`src/rtl/fx2_slave_fifo_model_sync_fifo.sv`:
```
// First-word-fall-through synchronous FIFO; push and pop take effect on the clock edge.
// A pop from a non-empty FIFO frees a slot for a push in the same cycle, even when full.
module sync_fifo #(
  parameter int WIDTH = 16,
  parameter int DEPTH = 16
) (
  input  logic                   clk,
  input  logic                   reset,
  input  logic                   push,
  input  logic                   pop,
  input  logic [WIDTH-1:0]       din,
  output logic [WIDTH-1:0]       head,
  output logic                   full,
  output logic                   empty,
  output logic [$clog2(DEPTH):0] count
);

  localparam int AW = $clog2(DEPTH);

  logic [WIDTH-1:0] mem_q [DEPTH];
  logic [AW-1:0]    wptr_q, rptr_q;
  logic [AW:0]      count_q;
  logic             do_push, do_pop;

  assign empty   = (count_q == '0);
  assign full    = (count_q == (AW+1)'(DEPTH));
  assign do_pop  = pop & ~empty;
  assign do_push = push & (~full | do_pop);
  assign head    = mem_q[rptr_q];
  assign count   = count_q;

  always_ff @(posedge clk) begin
    if (reset) begin
      wptr_q  <= '0;
      rptr_q  <= '0;
      count_q <= '0;
    end else begin
      if (do_push) wptr_q <= wptr_q + 1'b1;
      if (do_pop)  rptr_q <= rptr_q + 1'b1;
      count_q <= count_q + (AW+1)'(do_push) - (AW+1)'(do_pop);
    end
  end

  // Storage needs no reset: pointers define what is valid.
  always_ff @(posedge clk) begin
    if (do_push) mem_q[wptr_q] <= din;
  end

endmodule

```
`config.mk`:
```
export PLATFORM = sky130hd
export DESIGN_NAME = sync_fifo
export DESIGN_NICKNAME = d
export VERILOG_FILES = /design/src/rtl/fx2_slave_fifo_model_sync_fifo.sv
export SDC_FILE = /design/constraint.sdc
export NUM_CORES = 1
export LEC_CHECK = 0
export CORE_UTILIZATION = 35
export DETAILED_ROUTE_END_ITERATION = 16
export SLEW_MARGIN = 20
export SYNTH_ARGS = -nofsm -noshare
export SYNTH_HDL_FRONTEND = slang
export SYNTH_SLANG_ARGS = --single-unit
```
`constraint.sdc`:
```
create_clock -name clk -period 4.1 [get_ports clk]
set_clock_uncertainty 0.1 [all_clocks]
set_input_delay 0.82 -clock clk [delete_from_list [all_inputs] [get_ports clk]]
set_output_delay 0.82 -clock clk [all_outputs]
set_load 0.02 [all_outputs]
```
Word-level counts from Yosys, hierarchy flattened
Memory sizes are Yosys's and may differ from the RTL's. A register that Yosys moved wholly into a read port is not among the register bits.
Index checks and enable logic that the tools add are counted.
{"block": "totals", "memories": 1, "input_bits": 20, "output_inout_bits": 23, "reg_bits": 13, "ramBits": 256, "wordCells": 19}
{"name": "mem_q", "depth": 16, "width": 16, "read_ports": 1, "rd_clocked_by_memory_dff": 1, "wr": 1, "line_no": "20", "text": "logic [WIDTH-1:0] mem_q [DEPTH];"}
{"block": "op_classes", "eq_ne": 1, "mux": 4, "n_reduce_logical": 1, "n_bitwise": 5, "add_sub_neg": 4}
{"operator": "$add 4x1->4 const B", "n": 2}
{"operator": "$mux 4", "n": 2}
{"operator": "$add 5x1->5", "n": 1}
{"operator": "$eq 5x5->1 const B", "n": 1}
{"operator": "$logic_not 5->1", "n": 1}
{"operator": "$sub 5x1->5", "n": 1}
{"operator": "$and 1x1->1", "n": 2}
{"operator": "$mux 1", "n": 2}
{"operator": "$not 1->1", "n": 2}
{"operator": "$or 1x1->1", "n": 1}

Longest topological paths before layout
Gate-level depths: netlist of the first run.
{"block": "logic_depth", "word_depth": 7, "mapped_depth": 13, "ltp_nobuf": 13}

Least setup slack after synthesis of the first run
Ideal clock, no wire load.
{"block": "synth_timing", "path_kind": "register to register", "startpoint": "register count_q[3], in the netlist count[3]", "endpoint": "register count_q[4], in the netlist count[4]", "slack_ns": 1.074, "setup_ns": 0.070, "t_required_ns": 3.930, "path_buffers": 0, "path_stages_with_launch": 14, "arrival_ns": 2.857, "period_less_slack_ns": 3.026, "path_cell_list": "dfxtp_1 inv_1 ha_1 or4b_1 nand2_1 inv_1 ha_1 inv_1 ha_1 fa_1 a21oi_1 nor2_1 or3_1 a21oi_1"}
{"block": "synth_between", "elab_chain_len": 7, "elab_cells_between_ends": 9, "classes_between": "add/sub: 2; eq/ne: 1; bitwise: 5; reduce/logical: 1"}
{"element": "from (decl)", "line_no": "22", "text": "logic [AW:0] count_q;"}
{"element": "from (signal assigned)", "line_no": "40", "text": "count_q <= count_q + (AW+1)'(do_push) - (AW+1)'(do_pop);"}
{"element": "$logic_not 5->1 *", "line_no": "25", "text": "assign empty = (count_q == '0);"}
{"element": "$not 1->1 *", "line_no": "27", "text": "assign do_pop = pop & ~empty;"}
{"element": "$and 1x1->1 *", "line_no": "27"}
{"element": "net do_pop", "line_no": "23", "text": "logic do_push, do_pop;"}
{"element": "$or 1x1->1", "line_no": "28", "text": "assign do_push = push & (~full | do_pop);"}
{"element": "$and 1x1->1", "line_no": "28"}
{"element": "$add 5x1->5", "line_no": "40"}
{"element": "$sub 5x1->5 *", "line_no": "40"}
The timed path passes the listed nets; every way through them passes the cells marked *.
A chain may end at the register's enable or synchronous reset.

==> impl_summary.md, run 1 <==
Outcome
The flow ran to the end, and the final reports show no timing, DRC or antenna violations.

Worst setup path
The capturing element type of the critical path is a primary output. At the worst endpoint, the required time is ~3.2 ns. The worst setup path is launched from a flop. The critical path data arrival time is 2.80 ns.

The critical path goes through buf_4, mux4_2, a22oi_1, nand2_1, clkdlybuf4s50_1. The cell with the largest stage delay on the worst path is sky130_fd_sc_hd__mux4_2. The delay of the slowest critical-path stage is between 0.5 and 0.6 ns. Grouping stages by cell kind, the critical path spends the most delay in buffers and inverters. The top fanout value on the critical path is 15.

Following the worst setup path forward leads to its endpoint at head[9]. The critical path crosses 5 cells after its start point. Measured in cells, the most critical reg-to-reg path has a length of 13. The critical path in this run is classified as reg2out. The combined buffer and inverter count along the critical path is 2.

In this run the critical register-to-register path is captured at count[4]. The register-to-register setup slack is around 0.8 ns. The launching point of the worst reg2reg path is count[2].

Power and ir drop
Dividing total power by cell area gives a power density of approximately 590 nW/um^2. The leakage power summed over all cells is between 4 and 5 nW. Across the VDD grid, the largest voltage drop is 0.4328 mV.

Timing
The final hold slack is between 0.4 and 0.5 ns. The maximum operating frequency is 0.2691 GHz. The portion of the clock cycle consumed by the worst path in the final layout is 0.9064. The worst path in the final design needs a cycle of between 3 and 4 ns, including I/O delays and setup.

The slew at the pin with the worst max-slew slack is just under 0.7 ns. Setup repair after global routing left no endpoint under its margin. After routing, the total negative slack on setup checks comes to 0 ns.

The final setup violation count is 0. The worst pin sits at a relative slew slack of 0.5443. The number of pins with negative max-slew slack in the final report is 0. The hold violation total from the final report is 0.

Yosys
The number of register bits inferred by synthesis is approximately 270. The number of synthesis warnings is 0. The number of nets handed over by synthesis was 536. The synthesized netlist contains 33 unique library cells. The post-synthesis sequential area ratio is 0.7608. Synthesis produced a little over 500 cells. The synthesized netlist occupies a cell area of around 11000 sq um. Averaged over all synthesized cells, the footprint is between 20 and 25 sq um.

Die
The floorplan step set the die height to 175.6 um. The width of the die is ~180 um. After floorplanning, the core was divided into 63 placement rows.

The starting density of the core is 0.3560. The floorplan step defined a die boundary enclosing between 30000 and 40000 sq um. In this run the count of I/O pins placed on the die edge is 43. In this run the standard cell core region covers 29640 sq um.

Route
Once detail routing completed, the nets flagged for antenna violations numbered 0. The iteration count of the initial detailed-routing pass is 4. After detailed routing, the number of vias per cell comes to between 5 and 6.

The routed layout has slightly above 5000 vias. The wire length reported by the detailed router is about 21 mm. The average routed wire per standard cell is 21.68 um. After detailed routing, the number of remaining DRC violations is 0. The first routing iteration left about 360 violations.

Layout
The sequential cell area in the final layout is roughly 8000 sq um. From synthesis to final layout, the design area changed by 18.89%. After the last flow step, the layout net total stands at between 600 and 700.

The repair_antennas step left the layout with diodes totalling 0. Summing all non-filler instances in the final layout gives an area of roughly 13000 sq um. The area of the multi-input gates is approximately 2400 sq um. After the flow finishes, the layout carries non-filler instances totaling roughly 990.

The layout has between 2000 and 3000 filler cells. Of the cells placed in the final design, the portion with a size suffix greater than 1 is 0.2224.

Placement
Counting tap cells, the placed design contains a total of 938 instances. The final weighted congestion of routability-driven global placement is approximately 0.7. The count of buffers added on input and output ports is 42. The total placed instance area is between 10000 and 15000 sq um. The final HPWL from detailed placement is between 10 and 15 mm.

GRT
The first global-routing pass estimated around 32 mm of wire. The number of antenna violations at the first check in global routing came to 0. Summed over all layers, the global routing overflow is 0. The total global-route track usage is 0.1426.

The via count of the first global-routing pass is between 5000 and 6000. Entering global routing, the biggest net connects 65 pins.

Clock tree
After clock tree synthesis, the clock-pin slew on the worst setup and hold paths is roughly 0.060 ns. The buffer count from post-CTS setup fixing is 0. The number of buffers added by the clock tree synthesis step is 27. The root buffer cell chosen for the clock tree is sky130_fd_sc_hd__clkbuf_16.

The clock net sink count is about 270. The deepest clock path buffer count is 3. TritonCTS built the clock tree.

The post-cts gate resize count is 0. The hold buffer count at cts is 0. The clock reaches the later pin of the worst-skew pair after around 0.53 ns. CTS built an H-tree with a depth of 1.

Flow run
Max-cap violations in this run came to 0.

Hold path
In this run the worst hold path is classified as reg2reg. The worst hold path was traced through 2 stages.
-- worst min-delay path, delay by kind of cell (launching register included) --
family / cells / cell delay (ns)
simple gates: 1 / 0.06
compound gates: 1 / 0.09
flops: 1 / 0.32
-- registers in the layout, summed over array words and instances, names as in the netlist, named ones only --
name / cells
count: 5
mem_q: 256
rptr_q: 4
wptr_q: 4
-- cell type report --
type / instances / share of cell area
clock buffers: 31 / 0.05506
inverters: 10 / 0.002992
multi-input cells: 196 / 0.1894
clock inverters: 19 / 0.02164
repair buffers: 69 / 0.05167
well taps: 390 / 0.03890
flip-flops and latches: 273 / 0.6403
-- synthesized netlist by cell type --
library cell                  n  area share
sky130_fd_sc_hd__edfxtp_1   256        0.73
sky130_fd_sc_hd__mux4_2      54        0.12
sky130_fd_sc_hd__a22oi_1     32       0.023
sky130_fd_sc_hd__nand2_1     21      0.0075
sky130_fd_sc_hd__nor2_1      18      0.0064
sky130_fd_sc_hd__dfxtp_1     17       0.032
sky130_fd_sc_hd__clkbuf_1    12      0.0043
sky130_fd_sc_hd__ha_1        11       0.013
sky130_fd_sc_hd__inv_1       10      0.0036
sky130_fd_sc_hd__mux4_1      10       0.025
sky130_fd_sc_hd__nand3_1      7      0.0033
sky130_fd_sc_hd__xor2_1       6      0.0050
sky130_fd_sc_hd__and2_1       5      0.0030
sky130_fd_sc_hd__and3_1       5      0.0030
sky130_fd_sc_hd__a21oi_1      4      0.0019
sky130_fd_sc_hd__buf_1        4      0.0014
sky130_fd_sc_hd__buf_6        4      0.0043
sky130_fd_sc_hd__nor2b_1      4      0.0024
sky130_fd_sc_hd__nor3_1       4      0.0019
sky130_fd_sc_hd__buf_4        3      0.0021
sky130_fd_sc_hd__xnor2_1      3      0.0025
sky130_fd_sc_hd__buf_2        2     0.00095
sky130_fd_sc_hd__o21ai_0      2     0.00095
sky130_fd_sc_hd__a21o_1       1     0.00071
sky130_fd_sc_hd__and4_1       1     0.00083
sky130_fd_sc_hd__fa_1         1      0.0019
sky130_fd_sc_hd__mux2i_1      1     0.00095
sky130_fd_sc_hd__nand3b_1     1     0.00071
sky130_fd_sc_hd__nand4bb_1    1      0.0011
sky130_fd_sc_hd__o211ai_1     1     0.00071
sky130_fd_sc_hd__o21ai_1      1     0.00047
sky130_fd_sc_hd__or3_1        1     0.00059
sky130_fd_sc_hd__or4b_1       1     0.00095
-- where the power goes --
| group | internal (mW) | switching (mW) | total [mW] |
|---|---|---|---|
| clock network | 1.65 | 0.997 | 2.64 |
| logic | 0.781 | 0.749 | 1.53 |
| registers | 3.15 | 0.0631 | 3.21 |
| total | 5.58 | 1.81 | 7.38 |
-- worst min-delay path by stage --
stage                          from   end  slack, ns
after global routing      rptr_q[1]  flop       0.47
after detailed placement  rptr_q[1]  flop       0.41
after floorplan           rptr_q[1]  flop       0.36
after global placement    rptr_q[1]  flop       0.39
after CTS                 rptr_q[1]  flop       0.42
final                     rptr_q[1]  flop       0.43
-- per-layer routing --
| layer | part of all wire | vias to the layer above | global-route usage |
|---|---|---|---|
| met5 | 0 | - | 0 |
| met4 | 0.014 | 0 | 0.03080 |
| met3 | 0.056 | 27 | 0.02468 |
| met2 | 0.49 | 124 | 0.2340 |
| met1 | 0.44 | 2691 | 0.1992 |
| li1 | - | 2228 | - |
-- placed cells by master (no fill, tap or decap), types with 7 or more instances in the layout --
cell and n:
sky130_fd_sc_hd__bufinv_16 7, sky130_fd_sc_hd__clkbuf_16 27, sky130_fd_sc_hd__dfxtp_1 15, sky130_fd_sc_hd__a22oi_1 32, sky130_fd_sc_hd__buf_4 25, sky130_fd_sc_hd__edfxtp_1 256, sky130_fd_sc_hd__nand3_1 7, sky130_fd_sc_hd__nor2_1 13
sky130_fd_sc_hd__mux4_2 54, sky130_fd_sc_hd__inv_1 10, sky130_fd_sc_hd__nand2_1 21, sky130_fd_sc_hd__clkdlybuf4s50_1 42, sky130_fd_sc_hd__mux4_1 10, sky130_fd_sc_hd__ha_1 11
-- cell families after synthesis --
kind of cell	synth area share
fa+ha+maj	0.01494
xor+xnor	0.007471
mux	0.1411
compound gates	0.02751
flops	0.7608
buf+inv	0.01660
simple gates	0.03154
-- metrics by stage --
stage	setup slack (ns)	power (mW)	util
floorplan	1.074	4.330	-
global placement	0.7827	4.784	0.3908
detailed placement	0.6357	4.823	0.3908
CTS	0.3321	7.471	0.4233
global route	0.2500	7.670	0.4233
finish	0.3838	7.385	0.4233
Note: power is estimated with default switching activity, not from simulation.
==> run 2: changes to the inputs <==
--- a/config.mk
+++ b/config.mk
@@ -7,6 +7,7 @@
 export LEC_CHECK = 0
 export CORE_UTILIZATION = 35
 export DETAILED_ROUTE_END_ITERATION = 16
+export RECOVER_POWER = 50
 export SLEW_MARGIN = 20
 export SYNTH_ARGS = -nofsm -noshare
 export SYNTH_HDL_FRONTEND = slang
==> run 2 against run 1 <==
Compared with the run above: total power barely moved; register-to-register slack barely moved; die area did not move; routed wire length fell by 0.17%; critical path depth did not move; maximum frequency barely moved; via count fell by 0.18%; clock power barely moved; final area barely moved.
==> impl_summary.md, run 2 (synthesis gave the netlist of run 1 again) <==
Layout
In the layout the commonest cells are 256 x sky130_fd_sc_hd__edfxtp_1, 54 x sky130_fd_sc_hd__mux4_2, 32 x sky130_fd_sc_hd__a22oi_1, 27 x sky130_fd_sc_hd__clkbuf_16, 25 x sky130_fd_sc_hd__clkdlybuf4s50_1. The area of the multi-input gates is 2376 sq um (unchanged). The fraction of the core area covered by cells at the end of the flow is 0.4231 (about the same). The flip-flop count of the largest register after layout is 256 (unchanged). The most common cell after layout, fill and taps aside is sky130_fd_sc_hd__edfxtp_1. The number of nets in the layout was 609 (unchanged). The layout overhead on the synthesized area is 18.84% (about the same).

The layout cell share with drive strength beyond 1 came to 0.2191 (-0.003344). The number of cells in the finished layout apart from fillers is 989 (+0.10%). The number of filler instances in the final layout is 2590 (unchanged).

Counting flops per register, the top entry is mem_q. The sequential cell area in the final layout is 8033 sq um (unchanged). The cell area after layout was 12540 sq um (about the same).

Timing
The clock period minus final worst setup slack was 3.714 ns (-0.001753 ns). The number of pins with negative max-slew slack in the final report is 0 (unchanged). The setup TNS is 0 ns (unchanged).

The portion of the clock cycle consumed by the worst path in the final layout was 0.9060 (about the same). The maximum operating frequency was 0.2692 GHz (about the same). The hold violation total from the final report is 0 (unchanged). The final setup violation count was 0 (unchanged). The slew at the pin with the worst max-slew slack came to 1.293 ns (+0.6100 ns). The worst-case headroom to the max-slew limit was 0.1382 (-0.4062). The final hold slack came to 0.4286 ns (+0.0006970 ns). Setup repair after global routing left no endpoint under its margin.

Clock tree
The tree is rooted in a sky130_fd_sc_hd__clkbuf_16. The post-CTS clock slew at the launch and capture registers of the worst setup and hold paths is 0.06 ns (about the same). The number of H-tree levels came to 1 (unchanged). The number of buffers added by the clock tree synthesis step is 27 (unchanged). The CTS tree is yes. The deepest clock path buffer count is 3 (unchanged). The buffer count from post-CTS setup fixing is 0 (unchanged). The clock latency of the later-clocked register in the worst-skew pair was 0.53 ns (about the same). The clock net sink count was 273 (unchanged). The post-cts gate resize count is 0 (unchanged). The hold buffer count at cts is 0 (unchanged).

Die
The placeable core region is 29640 sq um (unchanged). The number of I/O pins was 43 (unchanged). The width of the die is 175.6 um (unchanged). The y dimension of the die is 175.6 um (unchanged). The starting density of the core is 0.3560 (unchanged). The die footprint was 30850 sq um (unchanged). The count of standard-cell rows came to 63 (unchanged).

Worst setup path
The top fanout value on the critical path was 15 (unchanged). The worst setup path is of the reg2out kind. The critical path data arrival time is 2.79 ns (about the same). The cell with the largest stage delay on the worst path is sky130_fd_sc_hd__mux4_2. The worst setup path is captured at a primary output. The signal on the critical path passes through buf_4, mux4_2, a22oi_1, nand2_1, clkdlybuf4s50_1.

The worst setup path is launched from a flop. The worst endpoint required time was 3.18 ns (about the same). The delay of the slowest critical-path stage is 0.56 ns (about the same).

Power and ir drop
The clock group share of total power is 0.358 (about the same). The net load switching power is 1.808 mW (about the same). The internal cell power is 5.571 mW (about the same). The portion of total power attributed to combinational logic is 0.207 (about the same). The highest ir drop seen on vdd is 0.4322 mV (-0.13%). The power density relative to cell area is 588.4 nW/um^2 (about the same). The sequential fraction of design power came to 0.435 (about the same). The leakage power summed over all cells is 4.030 nW (about the same). The proportion of total power due to net switching is 0.2450 (about the same).

Route
The number of antenna-violating nets in the routed design was 0 (unchanged). The number of remaining DRC errors was 0 (unchanged). The average via count per standard cell came to 5.117 (-0.28%). The wire length reported by the detailed router is 21.39 mm (-0.17%). The total vias in the final route is 5061 (-0.18%). The initial detailed-routing violation count was 349 (-2.0%).

The iteration count of the initial detailed-routing pass is 4 (unchanged). The average routed wire per standard cell is 21.63 um (-0.27%).

GRT
The global route total overflow is 0 (unchanged). The total global-route track usage came to 0.1426 (unchanged). The number of antenna violations at the first check in global routing is 1 (+1). The via count of the first global-routing pass is 5386 (unchanged). The first-pass GRT wire length was 32.50 mm (unchanged). The maximum number of pins on one net before global-route repair was 65 (unchanged).

Placement
The final weighted congestion of routability-driven global placement is 0.6972 (unchanged). The placed instance count came to 938 (unchanged). The total placed instance area came to 11580 sq um (unchanged). The total of buffers placed on input and output ports was 42 (unchanged). The final HPWL from detailed placement is 12.27 mm (unchanged).

Hold path
The tightest min-delay check is of the reg2reg type.

Flow run
The reported max-cap violation count is 0 (unchanged).

Outcome
The flow ran to the end, and the final reports show no timing, DRC or antenna violations.
## run 2: metal layers
layer	wire, um	share of wire	GRT usage	vias to the layer above
li1	-	-	-	2231
met1	9055	0.42	0.1992	2650
met2	10490	0.49	0.2340	153
met3	1548	0.072	0.02468	27
met4	295	0.014	0.03080	0
met5	0	0	0	-
## run 2: worst paths after layout
kind,start,endpoint,slack [ns],depth (start not counted)
worst max-delay path,flop,head[9],0.39,5
worst min-delay path,rptr_q[1],flop,0.43,2
worst max register to register,count[2],count[4],0.82,13
worst min register to register,rptr_q[1],flop,0.43,2
## run 2: final cells by class
cell class | instances | area share
inverters | 10 | 0.002993
repair buffers | 69 | 0.05109
diodes | 1 | 0.0001996
flip-flops and latches | 273 | 0.6406
multi-input cells | 196 | 0.1895
well taps | 390 | 0.03891
clock buffers | 31 | 0.05508
clock inverters | 19 | 0.02165
## run 2: critical path: cells and delay by family, from the launching register on
family,cells,cell delay [ns]
buffers and inverters,2,0.88
muxes,1,0.56
DFF,1,0.44
AOI/OAI and AO/OA,1,0.26
and+or+nand+nor,1,0.11
## run 2: stage by stage
step | worst slack, ns | power [mW]
6_report | 0.3856 | 7.378
5_1_grt | 0.2500 | 7.665
4_1_cts | 0.3321 | 7.471
3_5_place_dp | 0.6357 | 4.823
3_3_place_gp | 0.7827 | 4.784
2_1_floorplan | 1.074 | 4.330
## run 2: power groups by stage
stage	Combinational, mW	Sequential, mW	Clock, mW
after CTS	1.56	3.21	2.70
after global routing	1.65	3.22	2.79
final	1.53	3.21	2.64
after detailed placement	1.55	3.27	0
after global placement	1.52	3.26	0
after floorplan	1.07	3.26	0
==> run 3: changes to the inputs <==
==> constraint.sdc (replaced) <==
create_clock -name clk -period 4.6 [get_ports clk]
set_clock_uncertainty 0.1 [all_clocks]
set_input_delay 0.92 -clock clk [delete_from_list [all_inputs] [get_ports clk]]
set_output_delay 0.92 -clock clk [all_outputs]
set_load 0.02 [all_outputs]
==> run 3 against run 2 <==
Compared with the run above: register-to-register slack improved by 0.42 ns; clock-buffer cell count up 1; critical endpoint is now head[4]; die area unchanged; global-route usage is 0.20 points higher; hold slack about the same; sequential power shrank 10%.
==> impl_summary.md, run 3 (synthesis gave the netlist of run 1 again) <==
Timing
The slew at the pin with the worst max-slew slack came to 1.319 ns (+0.02671 ns). Setup repair after global routing left no endpoint under its margin. The worst-case headroom to the max-slew limit is 0.1204 (-0.01781). The portion of the clock cycle consumed by the worst path in the final layout is 0.8620. For this run, the top clock speed supported by timing is 0.2522 GHz. The clock period minus final worst setup slack is approximately 4.0 ns. The hold violation total from the final report came to 0 (unchanged). The number of pins with negative max-slew slack in the final report came to 0 (unchanged). The least setup slack across all paths after layout is 0.6346 ns (+0.2491 ns).

The setup TNS is 0 ns (unchanged). The final hold slack is 0.4286 ns (-0.00003500 ns). The final setup violation count is 0 (unchanged).

Die
The number of I/O pins was 43 (unchanged). The y dimension of the die is 175.6 um (unchanged). The width of the die came to 175.6 um (unchanged). The die footprint was 30850 sq um (unchanged). The placeable core region came to 29640 sq um (unchanged).

The count of standard-cell rows is 63 (unchanged). The starting density of the core is 0.3560 (unchanged).

Route
The initial detailed-routing violation count is 422 (+21%). The average via count per standard cell is 5.199 (+1.6%). The total vias in the final route is 5105 (+0.87%). The number of antenna-violating nets in the routed design is 0 (unchanged). The iteration count of the initial detailed-routing pass is 5 (+1). The average routed wire per standard cell was 22.33 um (+3.3%). The wire length reported by the detailed router is 21.93 mm (+2.5%). The number of remaining DRC errors is 0 (unchanged).

Worst setup path
The critical path data arrival time came to 2.95 ns (+0.16 ns). STA classifies the critical path startpoint as a flop. The capturing element type of the critical path is a primary output.

The top fanout value on the critical path came to 17 (+2). The count of cells along the worst register-to-register path is 13 (unchanged). The setup path with the least slack is of type reg2out. The worst endpoint required time is 3.58 ns (+0.40 ns).

Clock tree
The post-cts gate resize count is 0 (unchanged). The buffer type at the clock tree root is sky130_fd_sc_hd__clkbuf_16. The CTS tree is yes. The hold buffer count at cts came to 0 (unchanged). The number of buffers added by the clock tree synthesis step was 28 (+3.7%). The deepest clock path buffer count is 3 (unchanged). The clock net sink count is 273 (unchanged). The clock latency of the later-clocked register in the worst-skew pair is 0.52 ns (about the same). The buffer count from post-CTS setup fixing is 0 (unchanged).

The number of H-tree levels is 1 (unchanged). The post-CTS clock slew at the launch and capture registers of the worst setup and hold paths is 0.06 ns (about the same).

Placement
The final weighted congestion of routability-driven global placement is 0.7169 (+2.8%). The total of buffers placed on input and output ports is 42 (unchanged). The final HPWL from detailed placement is 11.88 mm (-3.1%). The total placed instance area is 11560 sq um (-0.20%). The setup slack after placement is 0.9425 ns (+0.3067 ns).

Layout
The number of filler instances in the final layout came to 2619 (+1.1%). The most common cell after layout, fill and taps aside is sky130_fd_sc_hd__edfxtp_1. The layout overhead on the synthesized area is 17.48%. The number of antenna diodes is 0 (-1). The number of nets in the layout is 607 (-0.33%). The library cells used most frequently in the layout, excluding fill and tap cells, are 256 x sky130_fd_sc_hd__edfxtp_1, 54 x sky130_fd_sc_hd__mux4_2, 32 x sky130_fd_sc_hd__a22oi_1, 28 x sky130_fd_sc_hd__clkbuf_16, 25 x sky130_fd_sc_hd__clkdlybuf4s50_1. The flip-flop count of the largest register after layout is 256 (unchanged).

The cell area after layout came to 12400 sq um (-1.1%). The layout cell share with drive strength beyond 1 is 0.2027 (-0.01636). The most flop-heavy register is mem_q.

Power and ir drop
The net load switching power is 1.588 mW (-12%). The clock group share of total power is 0.332 (-0.026). The internal cell power came to 4.706 mW (-16%). The power density relative to cell area is 507.8 nW/um^2 (-14%). The leakage power summed over all cells came to 3.950 nW (-2.0%). The portion of total power attributed to combinational logic is 0.208 (about the same).

The proportion of total power due to net switching was 0.2523 (+0.007338). The highest ir drop seen on vdd is 0.2902 mV (-33%). The sequential fraction of design power is 0.460 (+0.025).

Hold path
The path class of the tightest hold or removal check is reg2reg. The depth of the worst hold-timing path is 2 (unchanged).

Flow run
The reported max-cap violation count was 0 (unchanged).

GRT
The total global-route track usage is 0.1446 (+0.002015). The via count of the first global-routing pass is 5380 (-0.11%). The number of antenna violations at the first check in global routing came to 0 (-1). The global route total overflow is 0 (unchanged). The first-pass GRT wire length is 32.94 mm (+1.4%).

The maximum number of pins on one net before global-route repair is 54 (-17%).

Outcome
The run finished with clean final reports.
-- run 3: cell types whose count changed in the layout (fill, tap and decap cells not counted), sizes merged --
cell	previous run	this run
clkinv	10	12
diode	1	0
inv	11	10
buf	25	22
bufinv	7	2
clkbuf	33	34
-- run 3: area by class of cell --
cell class	count	area (sq um)	area share
sequential	273	8033	0.6480
multi-input combinational	196	2376	0.1917
clock buffer	32	715.7	0.05774
timing repair buffer	66	618.1	0.04986
tap	390	488.0	0.03937
clock inverter	15	127.6	0.01030
inverter	10	37.54	0.003028
-- run 3: power groups by stage --
stage	clock, mW	sequential [mW]	combinational [mW]
finish	2.09	2.89	1.31
floorplan	0	2.91	0.954
detailed placement	0	2.95	1.33
CTS	2.13	2.90	1.34
global placement	0	2.94	1.31
global route	2.23	2.91	1.42
-- run 3: final timing paths --
kind,start,to,slack [ns]
max,flop,head[4],0.63
min,rptr_q[3],flop,0.43
max reg2reg,count[2],count[4],1.24
min reg2reg,rptr_q[3],flop,0.43
-- run 3: through the flow --
stage	power [mW]	util	cells
finish	6.294	0.4182	982
global placement	4.257	0.3900	935
detailed placement	4.280	0.3900	935
floorplan	3.860	-	504
CTS	6.373	0.4185	982
global route	6.552	0.4182	982
-- run 3: critical path, stage by stage, from the launching register on --
cell and delay (ns):
sky130_fd_sc_hd__dfxtp_4 0.57, sky130_fd_sc_hd__buf_4 0.39, sky130_fd_sc_hd__mux4_1 0.60, sky130_fd_sc_hd__a22oi_1 0.22
sky130_fd_sc_hd__nand2_1 0.08, sky130_fd_sc_hd__clkdlybuf4s50_1 0.54
-- run 3: layer usage --
metal  track usage  vias up  wire, um
met1        0.1968     2690      9416
li1              -     2214         -
met5             0        -         0
met3       0.02619       30      1295
met4       0.03370        0       420
met2        0.2413      171     10800
